File: src/rtl/slave_in.sv
// slave_in: serial bus slave receiver (select, header and data deserialiser).
// Define ADDR_RANGE_CHECK_EN to add addr_err and reject upper-half addresses.
module slave_in #(
    parameter int SLAVE_LEN = 2,
    parameter int SLAVE_ID  = 0,
    parameter int ADDR_LEN  = 12,
    parameter int DATA_LEN  = 8,
    parameter int BURST_LEN = 12,
    parameter int TIMEOUT   = 16
) (
    input  logic                clk,
    input  logic                reset,
    input  logic                rx_slave_select,
    input  logic                rx_address,
    input  logic                rx_burst_number,
    input  logic                rx_data,
    input  logic                master_valid,
    input  logic                write_en,
    input  logic                read_en,
    input  logic                rd_ack,
    output logic                slave_ready,
    output logic                selected,
    output logic                mem_wr_en,
    output logic [ADDR_LEN-1:0] mem_addr,
    output logic [DATA_LEN-1:0] mem_wdata,
    output logic                rd_req,
    output logic [ADDR_LEN-1:0] rd_addr,
    output logic                rx_done,
`ifdef ADDR_RANGE_CHECK_EN
    output logic                addr_err,
`endif
    output logic                ovf_err
);

    localparam int HDR_MAX = (ADDR_LEN > BURST_LEN + 1) ? ADDR_LEN : BURST_LEN + 1;
    localparam int HDR_CYC = HDR_MAX + 1;
    localparam int CW  = $clog2(HDR_CYC + 1);
    localparam int TW  = $clog2(TIMEOUT + 1);
    localparam int SW  = $clog2(SLAVE_LEN + 1);
    localparam int DW  = $clog2(DATA_LEN + 1);
    localparam int BW1 = BURST_LEN + 1;

    localparam logic [2:0] S_IDLE  = 3'd0;
    localparam logic [2:0] S_SEL   = 3'd1;
    localparam logic [2:0] S_WAIT  = 3'd2;
    localparam logic [2:0] S_XFER  = 3'd3;
    localparam logic [2:0] S_RDREQ = 3'd4;
    localparam logic [2:0] S_DONE  = 3'd5;

    localparam logic [CW-1:0] C_AEND = CW'(ADDR_LEN);
    localparam logic [CW-1:0] C_BEND = CW'(BURST_LEN + 1);
    localparam logic [CW-1:0] C_HDR  = CW'(HDR_CYC);
    localparam logic [CW-1:0] C_TWO  = CW'(2);

    logic [2:0]           r_state;
    logic [CW-1:0]        r_cnt;
    logic [TW-1:0]        r_tmo;
    logic [SLAVE_LEN-1:0] r_sel_sr;
    logic [SW-1:0]        r_sel_cnt;
    logic                 r_is_wr;
    logic [ADDR_LEN-1:0]  r_addr;
    logic [BURST_LEN-1:0] r_burst;
    logic [DATA_LEN-2:0]  r_dsr;
    logic [DW-1:0]        r_dcnt;
    logic [DATA_LEN-1:0]  r_hold;
    logic                 r_full;
    logic [BURST_LEN-1:0] r_widx;

    logic                 w_req_one;
    logic                 w_abort;
    logic [SLAVE_LEN-1:0] w_id;
    logic                 w_hdr_done;
    logic                 w_commit;
    logic                 w_word_done;
    logic                 w_load;
    logic [DATA_LEN-1:0]  w_word;
    logic [ADDR_LEN-1:0]  w_tgt;
    logic [BURST_LEN-1:0] w_expect;
    logic                 w_last;
    logic                 w_bad;

    assign w_req_one   = write_en ^ read_en;
    assign w_abort     = !write_en && !read_en;
    assign w_id        = r_sel_sr | (SLAVE_LEN'(rx_slave_select) << r_sel_cnt);
    assign w_hdr_done  = (r_cnt == C_HDR);
    assign w_commit    = (r_state == S_XFER) && r_is_wr && w_hdr_done && r_full;
    assign w_word      = {rx_data, r_dsr};
    assign w_word_done = master_valid && (r_dcnt == DW'(DATA_LEN - 1));
    // A word landing on the same edge the holder drains is accepted.
    assign w_load      = w_word_done && (!r_full || w_commit);
    assign w_tgt       = r_addr + ADDR_LEN'(r_widx);
    assign w_expect    = (r_burst == '0) ? BURST_LEN'(1) : r_burst;
    assign w_last      = (({1'b0, r_widx} + BW1'(1)) == {1'b0, w_expect});
`ifdef ADDR_RANGE_CHECK_EN
    assign w_bad       = w_tgt[ADDR_LEN-1];
`else
    assign w_bad       = 1'b0;
`endif

    always_ff @(posedge clk or negedge reset) begin
        if (!reset) begin
            r_state     <= S_IDLE;
            r_cnt       <= '0;
            r_tmo       <= '0;
            r_sel_sr    <= '0;
            r_sel_cnt   <= '0;
            r_is_wr     <= 1'b0;
            r_addr      <= '0;
            r_burst     <= '0;
            r_dsr       <= '0;
            r_dcnt      <= '0;
            r_hold      <= '0;
            r_full      <= 1'b0;
            r_widx      <= '0;
            slave_ready <= 1'b0;
            selected    <= 1'b0;
            mem_wr_en   <= 1'b0;
            mem_addr    <= '0;
            mem_wdata   <= '0;
            rd_req      <= 1'b0;
            rd_addr     <= '0;
            rx_done     <= 1'b0;
            ovf_err     <= 1'b0;
`ifdef ADDR_RANGE_CHECK_EN
            addr_err    <= 1'b0;
`endif
        end else begin
            mem_wr_en   <= 1'b0;
            rx_done     <= 1'b0;
            slave_ready <= 1'b1;
            unique case (r_state)
                S_IDLE: begin
                    if (rx_slave_select) begin
                        r_state   <= S_SEL;
                        r_sel_sr  <= '0;
                        r_sel_cnt <= '0;
                    end
                end
                S_SEL: begin
                    r_sel_sr  <= w_id;
                    r_sel_cnt <= r_sel_cnt + SW'(1);
                    if (r_sel_cnt == SW'(SLAVE_LEN - 1)) begin
                        if (w_id == SLAVE_LEN'(SLAVE_ID)) begin
                            selected <= 1'b1;
                            ovf_err  <= 1'b0;
`ifdef ADDR_RANGE_CHECK_EN
                            addr_err <= 1'b0;
`endif
                            r_tmo    <= '0;
                            r_state  <= S_WAIT;
                        end else begin
                            r_state  <= S_IDLE;
                        end
                    end
                end
                S_WAIT: begin
                    if (w_req_one) begin
                        r_state <= S_XFER;
                        r_is_wr <= write_en;
                        r_cnt   <= CW'(1);
                        r_tmo   <= '0;
                        r_addr  <= '0;
                        r_burst <= '0;
                        r_dsr   <= '0;
                        r_dcnt  <= '0;
                        r_full  <= 1'b0;
                        r_widx  <= '0;
                    end else if (r_tmo == TW'(TIMEOUT - 1)) begin
                        r_state  <= S_IDLE;
                        selected <= 1'b0;
                    end else begin
                        r_tmo <= r_tmo + TW'(1);
                    end
                end
                S_XFER: begin
                    if (w_abort) begin
                        r_state  <= S_IDLE;
                        selected <= 1'b0;
                    end else begin
                        if (!w_hdr_done) begin
                            r_cnt <= r_cnt + CW'(1);
                            if (r_cnt <= C_AEND)
                                r_addr <= {rx_address, r_addr[ADDR_LEN-1:1]};
                            if (r_cnt >= C_TWO && r_cnt <= C_BEND)
                                r_burst <= {rx_burst_number, r_burst[BURST_LEN-1:1]};
                        end
                        if (!r_is_wr) begin
                            if (w_hdr_done) begin
                                if (w_bad) begin
`ifdef ADDR_RANGE_CHECK_EN
                                    addr_err <= 1'b1;
`endif
                                    selected <= 1'b0;
                                    r_state  <= S_IDLE;
                                end else begin
                                    rd_addr     <= r_addr;
                                    rd_req      <= 1'b1;
                                    slave_ready <= 1'b0;
                                    r_state     <= S_RDREQ;
                                end
                            end
                        end else begin
                            if (master_valid) begin
                                r_dsr  <= w_word[DATA_LEN-1:1];
                                r_dcnt <= w_word_done ? '0 : r_dcnt + DW'(1);
                            end
                            if (w_word_done && !w_load)
                                ovf_err <= 1'b1;
                            if (w_load)
                                r_hold <= w_word;
                            if (w_hdr_done) begin
                                if (master_valid) begin
                                    r_tmo <= '0;
                                end else if (r_tmo == TW'(TIMEOUT - 1)) begin
                                    selected <= 1'b0;
                                    r_state  <= S_IDLE;
                                end else begin
                                    r_tmo <= r_tmo + TW'(1);
                                end
                            end
                            if (w_commit) begin
                                r_full <= 1'b0;
                                r_widx <= r_widx + BURST_LEN'(1);
                                if (w_bad) begin
`ifdef ADDR_RANGE_CHECK_EN
                                    addr_err <= 1'b1;
`endif
                                end else begin
                                    mem_wr_en <= 1'b1;
                                    mem_addr  <= w_tgt;
                                    mem_wdata <= r_hold;
                                end
                                if (w_last)
                                    r_state <= S_DONE;
                            end
                            if (w_load)
                                r_full <= 1'b1;
                        end
                    end
                end
                S_RDREQ: begin
                    if (w_abort || rd_ack) begin
                        rd_req   <= 1'b0;
                        selected <= 1'b0;
                        r_state  <= S_IDLE;
                    end else begin
                        slave_ready <= 1'b0;
                    end
                end
                S_DONE: begin
                    if (!w_abort)
                        rx_done <= 1'b1;
                    selected <= 1'b0;
                    r_state  <= S_IDLE;
                end
                default: r_state <= S_IDLE;
            endcase
        end
    end

endmodule

File: config.mk
export PLATFORM = sky130hd
export DESIGN_NAME = slave_in
export DESIGN_NICKNAME = d
export VERILOG_FILES = /design/src/rtl/slave_in.sv
export SDC_FILE = /design/constraint.sdc
export NUM_CORES = 1
export LEC_CHECK = 0
export CORE_MARGIN = 1
export CORE_UTILIZATION = 53
export DETAILED_ROUTE_END_ITERATION = 8
export PLACE_DENSITY_LB_ADDON = 0.2
export SKIP_LAST_GASP = 1
export SLEW_MARGIN = 5
export SYNTH_ARGS = -nofsm -noshare
export SYNTH_HDL_FRONTEND = slang
export SYNTH_SLANG_ARGS = --single-unit
File: constraint.sdc
create_clock -name clk -period 2 [get_ports clk]
set_clock_uncertainty 0.05 [all_clocks]
set_input_delay 0.3 -clock clk [delete_from_list [all_inputs] [get_ports clk]]
set_output_delay 0.3 -clock clk [all_outputs]
set_load 0.02 [all_outputs]
; ---- After elaboration in Yosys (flattened, before gate mapping)
; Index checks and enable logic that the tools add are counted.
[word_totals]
regBits = 111
in_bits = 10
output_inout_bits = 38
elab_cells = 199
[classes]
addsub = 7
n_lt_le_gt_ge = 3
eq_ne = 31
shift = 1
mux = 92
bitwise = 4
reduce_logical = 39
[op_table]
columns = op, n
row1 = two-way mux 12 bit, 11
row2 = one-hot mux 12 bit (2 select lines), 3
row3 = two-way mux 5 bit, 8
row4 = two-way mux 3 bit, 12
row5 = two-way mux 1 bit, 32
row6 = two-way mux 4 bit, 8
row7 = AND reduction 5 bit, 6
row8 = two-way mux 7 bit, 4
row9 = != test 2 bit (second input constant), 13
row10 = AND reduction 4 bit, 5
row11 = one-hot mux 4 bit (2 select lines), 2
row12 = one-hot mux 3 bit (5 select lines), 1
row13 = one-hot mux 5 bit (3 select lines), 1
row14 = one-hot mux 7 bit (2 select lines), 1
row15 = adder 12 x 1 -> 13 bit (second input constant), 1
row16 = == test 13 x 12 -> 1 bit, 1
row17 = adder 12 x 1 -> 12 bit (second input constant), 1
row18 = adder 12 bit, 1
row19 = zero test 12 bit, 1
row20 = != test 3 bit (second input constant), 4
row21 = AND reduction 6 bit, 2
row22 = adder 4 x 1 -> 4 bit (second input constant), 2
row23 = less-or-equal comparator 4 bit (second input constant), 2
row24 = logical AND 1 bit, 8
row25 = 29 further kinds, 47

; ---- Depth between registers and ports, before layout
; Gate-level depths: netlist (run 1).
[logic_depth]
ltp_word = 12
depth_mapped = 11
mapped_depth_nobuf = 10

; ---- Least setup slack after synthesis (run 1)
; Ideal clock, no wire load.
[synth_path]
path_kind = register -> register
from = register r_widx[0]
to = register r_state[1]
setup_time_ns = 0.125
arrival_time_ns = 2.007
t_required_ns = 1.825
setup_slack_ns = -0.182
path_stages_with_launch = 9
n_path_buf = 0
synth_period_minus_slack_ns = 2.182
cell_sequence = dfrtp_1 -> ha_1 -> nand3_2 -> nor2_1 -> xnor2_1 -> a2111oi_0 -> o2111ai_1 -> a311oi_1 -> nor2_1
[synth_via]
elab_chain_len = 7
[synth_lines]
columns = item, line
row1 = from (decl), 67  ; logic [BURST_LEN-1:0] r_widx;
row2 = from (signal assigned), 223  ; r_widx <= r_widx + BURST_LEN'(1);
row3 = adder 12 x 1 -> 13 bit, 93  ; assign w_last = (({1'b0, r_widx} + BW1'(1)) == {1'b0, w_expect});
row4 = == test 13 x 12 -> 1 bit, 93
row5 = two-way mux 3 bit, 233  ; if (w_last)
row6 = two-way mux 3 bit, 221  ; if (w_commit) begin
row7 = two-way mux 3 bit, 187  ; if (!r_is_wr) begin
row8 = two-way mux 3 bit, 176  ; if (w_abort) begin
row9 = one-hot mux 3 bit (5 select lines), 131  ; unique case (r_state)
row10 = to (signal assigned), 134  ; r_state <= S_SEL;
row11 = to (signal assigned), 177  ; r_state <= S_IDLE;
row12 = to (signal assigned), 194  ; r_state <= S_IDLE;
row13 = to (decl), 55  ; logic [2:0] r_state;
; Every way passes these cells.
; A chain may end at the register's enable or synchronous reset.

; ---- Worst setup path in the final report (run 1)
[layout_path]
from = register r_widx[0]
to = register mem_addr[11]
[layout_via]
elab_chain_len = 1
[layout_lines]
columns = item, line
row1 = adder 12 bit, 91  ; assign w_tgt = r_addr + ADDR_LEN'(r_widx);
row2 = to (signal assigned), 230  ; mem_addr <= w_tgt;
row3 = to (decl), 24  ; output logic [ADDR_LEN-1:0] mem_addr,
; Every way passes these cells.

==> impl_metrics.ini, run 1 <==
[synthesis]
yosysSeqAreaShare_pct = 47.6
ys_types = 60
synth_edf_count = 0
async_flop_share_pct = 100
synth_area_um2 = 5840
synthCells = 628
ys.flop_type = dfrtp_1
ys.warnings.count = 0
ys_ff_latch = 111
synth.avg_cell_area_um2 = 9.29
synth_fp_nets = 662

[timing]
rsz0062_at_grt = yes
tns_ns = -2.46
fin_ws_ns = -0.344
fin_crit_ns = 2.34
period_share_pct = 117
final-hold-violation-count = 0
setup_viol = 16
fmax_mhz = 427
relSlewSlack_pct = 67.7
worstMarginPinSlew_ns = 0.485
finalMaxSlewViolations = 0

[worst_setup_path]
worstReg2RegEnd = mem_addr[11]
worstPathRequired_ns = 2.28
cp-start-kind = flop
critPathArrivalTime_ns = 2.62
reg2reg_depth = 10
r2r_slack_ns = -0.34
path_max_fanout = 3
end_kind = flop
r2r_start = r_widx[0]
critPathKind = reg -> reg

[floorplan]
dieArea_um2 = 11400
die_x_um = 107
die_height_um = 107
rows = 37
initial_utilization_pct = 55.5
core_area_um2 = 10500
ioPinCount = 48

[clock_network]
numClockSinks = 111
clkTransAtPathRegs_ns = 0.12
clk_latency_ns = 0.41
cts_buffer_depth = 2
cts_buffers = 9
clockRootBuffer = clkbuf_8
cts_tree = done
htreeDepth = 3

[drt]
routed_wl_mm = 17.0
route.vias.total = 5567
viasPerCell = 5.88
drc = 0
drt_iter0_markers = 406
firstDrtPassIters = 5
postRouteAntennaNets = 0
wl_per_cell_um = 18.0

[grt]
grt_start_max_net_pins = 46
gr-total-overflow = 0
antenna_found_initial = 0
grt_usage_pct = 26.6
grt_pass1_vias = 5156
grt_first_pass_wirelength_mm = 23.8

[placed_design]
dp_cells = 898
routabilityCongestion = 0.942
io_buffer_count = 47
hpwl_mm = 10.3

[min_path]
hp-class = in -> async

[final_layout]
nets = 839
layout_common_cells = buf_4 (123), dfrtp_1 (110), nand2_1 (88)
syn_to_final_growth_pct = 43.0
drive_above_1_share_pct = 32.1
num_antenna_cells = 0
fillers = 627
stdcell_count = 946
final_common_cell = buf_4
fin_util_pct = 79.4

[power_and_ir_drop]
vdd.ir_drop.worst_mv = 0.638
p_leak_uw = 0.00379
power_density_nw_per_um2 = 989

[outcome]
status = finished, violations left
violations = setup timing

[run]
drv_cap = 0
-- per-layer routing --
layer	track usage (%)	wire [um]	up-vias
li1	-	-	2554
met1	33.8	6940	2757
met2	46.0	8650	205
met3	3.28	864	51
met4	10.7	566	0
met5	0	0	-
-- area by class of cell --
class                   instances  area (um2)  area share [%]
inverters                      42         174            2.08
multi-input cells             446        3190            38.2
flip-flops and latches        111        2780            33.3
clock inverters                 6        58.8           0.705
well taps                     136         170            2.04
clock buffers                  10         138            1.65
repair buffers                194        1830            22.0
repair inverters                1        6.26          0.0750
-- Yosys cell counts (all sizes together), types with 2 or more instances --
library cell | count | share of area [%]
o41ai | 2 | 0.30
or3 | 3 | 0.32
nor4 | 9 | 1.2
nand3 | 47 | 4.1
clkinv | 3 | 0.19
ha | 23 | 4.9
clkbuf | 19 | 1.2
a21oi | 20 | 1.7
and2 | 5 | 0.54
a31o | 2 | 0.30
xor2 | 11 | 1.7
xnor2 | 15 | 2.3
nor3 | 11 | 1.0
nor2b | 5 | 0.54
buf | 10 | 1.1
a211oi | 7 | 0.99
a41oi | 2 | 0.30
mux2 | 22 | 4.2
a22oi | 2 | 0.26
o211ai | 2 | 0.26
a22o | 2 | 0.30
nand2 | 91 | 5.9
o21a | 3 | 0.39
inv | 39 | 2.5
nand2b | 4 | 0.43
dfrtp | 111 | 48
nor3b | 2 | 0.26
a211o | 2 | 0.30
o31ai | 9 | 1.2
and3 | 5 | 0.56
a21o | 4 | 0.51
nor2 | 26 | 1.7
o21ai | 86 | 7.4
nand4 | 4 | 0.43
and4 | 3 | 0.49
-- metrics by stage --
step           power (uW)  instance area (um2)  hold slack [ns]  worst slack [ns]
2_1_floorplan        4780                 5990          -0.0456            -0.129
3_3_place_gp         6080                 7440            0.226            -0.336
3_5_place_dp         6210                 7440            0.235            -0.411
4_1_cts              7760                 7810            0.339            -0.232
5_1_grt              8700                 8340            0.358            -0.380
6_report             8250                 8340            0.322            -0.344
-- state kept, by name, summed over array words and instances (netlist names), 2 cells and up --
signal     flops
mem_addr      12
mem_wdata      8
r_addr        12
r_burst       12
r_cnt          4
r_dcnt         4
r_dsr          7
r_hold         8
r_sel_cnt      2
r_sel_sr       2
r_state        3
r_tmo          5
r_widx        12
rd_addr       12
-- worst max-delay path, cell delays in order, from the launching register on --
cell and delay, ns:
dfrtp_2 0.46, buf_4 0.15, buf_6 0.11, ha_4 0.16
a21o_1 0.18, a21o_1 0.21, a21oi_4 0.19, o31ai_4 0.10
o41ai_2 0.34, xnor2_1 0.12, o21ai_1 0.20
-- how the worst max path moves through the flow --
stage	start	to	slack [ns]	depth (start not counted)
finish	r_widx[0]	mem_addr[11]	-0.34	10
CTS	r_widx[1]	r_state[1]	-0.23	8
global placement	write_en	r_widx[10]	-0.34	10
global route	r_widx[1]	r_state[1]	-0.38	8
detailed placement	write_en	r_widx[10]	-0.41	10
floorplan	r_widx[0]	r_state[1]	-0.13	9
-- power by group --
| group | internal (uW) | total [uW] | switching (uW) |
|---|---|---|---|
| clock network | 519 | 1400 | 879 |
| logic | 1810 | 3820 | 2010 |
| registers | 2640 | 3040 | 394 |
-- timing repair --
item                                    CTS  global route
setup buffers                             4            19
pin swaps                                25            35
hold endpoints to repair                 32             0
hold buffers                              1             0
gates resized for setup                  28            69
endpoints found under the setup margin   14            68
gates cloned                              0             8
-- cell families (layout without fill, tap and decap cells) --
kind of cell,after synthesis,in the layout,share of synthesized area (%)
muxes,22,22,4.25
xor gates and xnor gates,26,26,3.90
buffers and inverters,71,253,5.00
adders and majority gates,24,24,5.27
and+or+nand+nor,218,218,17.8
DFF,111,111,47.6
AOI/OAI and AO/OA,156,156,16.2
Note: power is estimated with default switching activity, not from simulation.
==> run 2, diff against run 1 <==
--- a/config.mk
+++ b/config.mk
@@ -9,7 +9,6 @@
 export CORE_UTILIZATION = 53
 export DETAILED_ROUTE_END_ITERATION = 8
 export PLACE_DENSITY_LB_ADDON = 0.2
-export SKIP_LAST_GASP = 1
 export SLEW_MARGIN = 5
 export SYNTH_ARGS = -nofsm -noshare
 export SYNTH_HDL_FRONTEND = slang
==> impl_metrics.ini, run 2 (synthesis gave the netlist of run 1 again) <==
[outcome]
status = finished, violations left
violations = setup timing

[final_layout]
stdcell_count = 946
drive_above_1_share_pct = 33.2
num_antenna_cells = 0
nets = 839
fin_util_pct = 79.8
syn_to_final_growth_pct = 43.7
final_common_cell = buf_4
layout_common_cells = buf_4 (123), dfrtp_1 (110), nand2_1 (86)

[timing]
worstMarginPinSlew_ns = 0.477
rsz0062_at_grt = yes
final-hold-violation-count = 0
fin_ws_ns = -0.336
period_share_pct = 117
setup_viol = 14
finalMaxSlewViolations = 0
fmax_mhz = 428
relSlewSlack_pct = 68.2
fin_crit_ns = 2.34
holdWs_ns = 0.331

[floorplan]
ioPinCount = 48
die_x_um = 107
die_height_um = 107
initial_utilization_pct = 55.5
dieArea_um2 = 11400
core_area_um2 = 10500
rows = 37

[power_and_ir_drop]
intPower_uw = 4970
switchingPower_uw = 3310
p_seq_share_pct = 36.7
finalPower_uw = 8280
swShare_pct = 39.9
combinationalPowerShare_pct = 46.5
vdd.ir_drop.worst_mv = 0.560
power_density_nw_per_um2 = 987
p_leak_uw = 0.00379
clkPwrFrac_pct = 16.8

[placed_design]
io_buffer_count = 47
hpwl_mm = 10.3
dp_cells = 898
routabilityCongestion = 0.942

[worst_setup_path]
path_max_fanout = 3
critPathArrivalTime_ns = 2.59
cp-start-kind = flop
worstPathRequired_ns = 2.25
end_kind = flop
critPathKind = reg -> reg

[drt]
wl_per_cell_um = 18.1
drt_iter0_markers = 421
viasPerCell = 5.86
routed_wl_mm = 17.1
firstDrtPassIters = 5
route.vias.total = 5546
drc = 0
postRouteAntennaNets = 0

[clock_network]
clockRootBuffer = clkbuf_8
htreeDepth = 3
clk_latency_ns = 0.40
clkTransAtPathRegs_ns = 0.12
cts_buffer_depth = 2
cts_buffers = 9
numClockSinks = 111
cts_tree = done

[grt]
grt_start_max_net_pins = 46
antenna_found_initial = 0
grt_first_pass_wirelength_mm = 23.8
gr-total-overflow = 0
grt_usage_pct = 26.6
grt_pass1_vias = 5156

[min_path]
hp-class = in -> async

[run]
drv_cap = 0
==> run 2: timing repair <==
item                                   CTS  global route
setup endpoints to repair               14            68
cloned                                   0             8
endpoints found under the hold margin   32             0
hold buffers                             1             0
pin swaps                               25            37
setup buffers                            4            19
resized for setup                       28            86
==> run 2: final timing paths <==
check                               end  cells after the start       from  slack, ns
setup / recovery           mem_addr[10]                     12  r_widx[0]      -0.34
hold / removal              mem_addr[9]                      2      reset       0.33
setup reg to reg           mem_addr[10]                     12  r_widx[0]      -0.34
hold reg to reg            mem_wdata[3]                      2  r_hold[3]       0.42
max in group asynchronous      r_cnt[1]                      3      reset       0.97
min in group clk               r_dsr[6]                      3    rx_data       0.41
==> run 2: power by group through the flow <==
stage,registers (uW),logic (uW),clock network (uW)
after floorplan,3050,1720,0
after global placement,3000,3080,0
after detailed placement,3020,3180,0
after CTS,3000,3360,1390
after global routing,3070,4190,1480
final,3040,3850,1390
==> run 2: layout make-up <==
type,count,area [um2]
clock buffers,10,138
clock inverters,6,58.8
fillers,623,2130
inverters,42,179
multi-input cells,446,3220
flip-flops and latches,111,2780
well taps,136,170
repair buffers,194,1830
repair inverters,1,6.26
==> run 2: through the flow <==
step	instance area, um2	TNS (ns)	worst slack [ns]
CTS	7810	-0.861	-0.232
finish	8380	-2.60	-0.336
global placement	7440	-18.41	-0.336
global route	8380	-5.14	-0.415
floorplan	5990	-0.184	-0.129
detailed placement	7440	-22.84	-0.411
==> run 2: layer usage <==
layer / share of wire (%) / global-route usage, % / vias to the layer above
li1: - / - / 2553
met1: 40 / 33.8 / 2744
met2: 51 / 46.0 / 190
met3: 4.4 / 3.28 / 59
met4: 3.8 / 10.7 / 0
met5: 0 / 0 / -
==> run 2: critical path, stage by stage, from the launching register on <==
cell,delay (ns)
dfrtp_2,0.44
buf_4,0.14
buf_6,0.09
ha_4,0.14
inv_2,0.04
fa_2,0.34
nor2b_1,0.19
o21ai_2,0.09
a21oi_2,0.18
o41ai_2,0.09
o21ai_1,0.20
xnor2_1,0.16
o21ai_1,0.09
==> run 3, diff against run 2 <==
--- a/config.mk
+++ b/config.mk
@@ -5,9 +5,13 @@
 export SDC_FILE = /design/constraint.sdc
 export NUM_CORES = 1
 export LEC_CHECK = 0
+export CELL_PAD_IN_SITES_DETAIL_PLACEMENT = 1
+export CELL_PAD_IN_SITES_GLOBAL_PLACEMENT = 1
 export CORE_MARGIN = 1
-export CORE_UTILIZATION = 53
+export CORE_UTILIZATION = 41
 export DETAILED_ROUTE_END_ITERATION = 8
+export GPL_TIMING_DRIVEN = 0
+export HOLD_SLACK_MARGIN = 0.08
 export PLACE_DENSITY_LB_ADDON = 0.2
 export SLEW_MARGIN = 5
 export SYNTH_ARGS = -nofsm -noshare
==> impl_metrics.ini, run 3 (synthesis gave the netlist of run 1 again) <==
[timing]
finalMaxSlewViolations = 0
relSlewSlack_pct = 63.1
fmax_mhz = 412
final-hold-violation-count = 0
worstMarginPinSlew_ns = 0.553
rsz0062_at_grt = yes
holdWs_ns = 0.369
fin_crit_ns = 2.43
setup_viol = 54
fin_ws_ns = -0.426
tns_ns = -5.12
period_share_pct = 121

[power_and_ir_drop]
clkPwrFrac_pct = 20.7
swShare_pct = 42.4
p_leak_uw = 0.00380
switchingPower_uw = 3760
power_density_nw_per_um2 = 1000
vdd.ir_drop.worst_mv = 0.546
finalPower_uw = 8870
p_seq_share_pct = 37.5
intPower_uw = 5110
combinationalPowerShare_pct = 41.8

[clock_network]
clkTransAtPathRegs_ns = 0.08
cts_tree = done
clk_latency_ns = 0.37
cts_buffer_depth = 2
htreeDepth = 3
cts_buffers = 9
clockRootBuffer = clkbuf_16
numClockSinks = 111

[grt]
grt_usage_pct = 26.1
grt_pass1_vias = 5601
grt_start_max_net_pins = 59
grt_first_pass_wirelength_mm = 29.5
antenna_found_initial = 0
gr-total-overflow = 0

[worst_setup_path]
worstPathRequired_ns = 2.20
cp_num_buf_inv = 1
critPathKind = reg -> reg
critPathArrivalTime_ns = 2.62
path_max_fanout = 8
path_cells = buf_2 -> nand3_4 -> nor3_4 -> nand3_1 -> nor3b_2 -> o2111ai_4 -> a311oi_1 -> nor2_1
cp_slowest_cell = dfrtp_1
cp_top_family = simple AND/OR/NAND/NOR gates
end_kind = flop
cp-start-kind = flop
max_stage_delay_ns = 0.39

[floorplan]
die_height_um = 121
core_area_um2 = 13900
dieArea_um2 = 14700
rows = 43
die_x_um = 121
ioPinCount = 48
initial_utilization_pct = 42.0

[final_layout]
syn_to_final_growth_pct = 51.4
final_area_um2 = 8840
multiInputGateArea_um2 = 3760
layout_common_cells = dfrtp_1 (98), nand2_1 (62), buf_4 (56)
nets = 799
fillers = 1463
seqCellArea_um2 = 2790
num_antenna_cells = 0
final_common_cell = dfrtp_1
stdcell_count = 949
drive_above_1_share_pct = 41.0

[placed_design]
placed_area_um2 = 6720
routabilityCongestion = 0.819
dp_cells = 856
io_buffer_count = 47
hpwl_mm = 11.6

[run]
drv_cap = 0

[drt]
wl_per_cell_um = 23.9
postRouteAntennaNets = 0
routed_wl_mm = 22.6
firstDrtPassIters = 4
drt_iter0_markers = 373
drc = 0
route.vias.total = 5564
viasPerCell = 5.86

[min_path]
hp-class = in -> reg

[outcome]
violations = setup timing
status = finished, violations left
run 3: timing repair:
| action | CTS | global route |
|---|---|---|
| endpoints found under the hold margin | 53 | 0 |
| setup buffers | 32 | 44 |
| resized for setup | 171 | 168 |
| pin swaps | 56 | 53 |
| gates cloned | 5 | 4 |
| hold buffers | 1 | 0 |
| endpoints found under the setup margin | 104 | 95 |
run 3: area by class of cell:
type	count	area share (%)
buffer	24	3.26
clock buffer	9	2.55
clock inverter	6	0.666
inverter	42	2.00
multi-input combinational	447	42.5
sequential	111	31.6
tap	180	2.55
timing repair buffer	129	14.7
timing repair inverter	1	0.0991
run 3: metrics by stage:
step | util, % | setup WS (ns)
after CTS | 56.7 | -0.365
after floorplan | - | -0.129
after global placement | 48.2 | -4.15
final | 63.7 | -0.426
after global routing | 63.7 | -0.582
after detailed placement | 48.4 | -0.846
run 3: worst min-delay path, cell delays in order:
cell	delay [ns]
dlymetal6s2s_1	0.15
nand3_1	0.16
nand2_1	0.07
o21ai_0	0.06
run 3: power groups by stage:
stage               combinational [uW]  clock (uW)  sequential (uW)
finish                            3710        1840             3320
detailed placement                2410           0             3190
global placement                  2280           0             3170
floorplan                         1720           0             3050
CTS                               2860        1850             3190
global route                      3980        1930             3350
run 3: worst paths after layout:
check / from / end / slack (ns) / cells past startpoint
min in group asynchronous: reset / mem_addr[8] / 0.41 / 2
max in group asynchronous: reset / r_is_wr / 0.78 / 3
max: r_widx[3] / r_state[1] / -0.43 / 8
min: rx_slave_select / r_sel_sr[1] / 0.37 / 4
max reg2reg: r_widx[3] / r_state[1] / -0.43 / 8
min reg2reg: mem_addr[1] / mem_addr[1] / 0.44 / 2
run 3: metal layers:
metal	track usage, %	part of all wire [%]	vias up
met5	0	0	-
met3	4.23	3.4	57
met1	31.5	39	2890
met4	8.72	3.6	0
met2	46.8	54	128
li1	-	-	2489
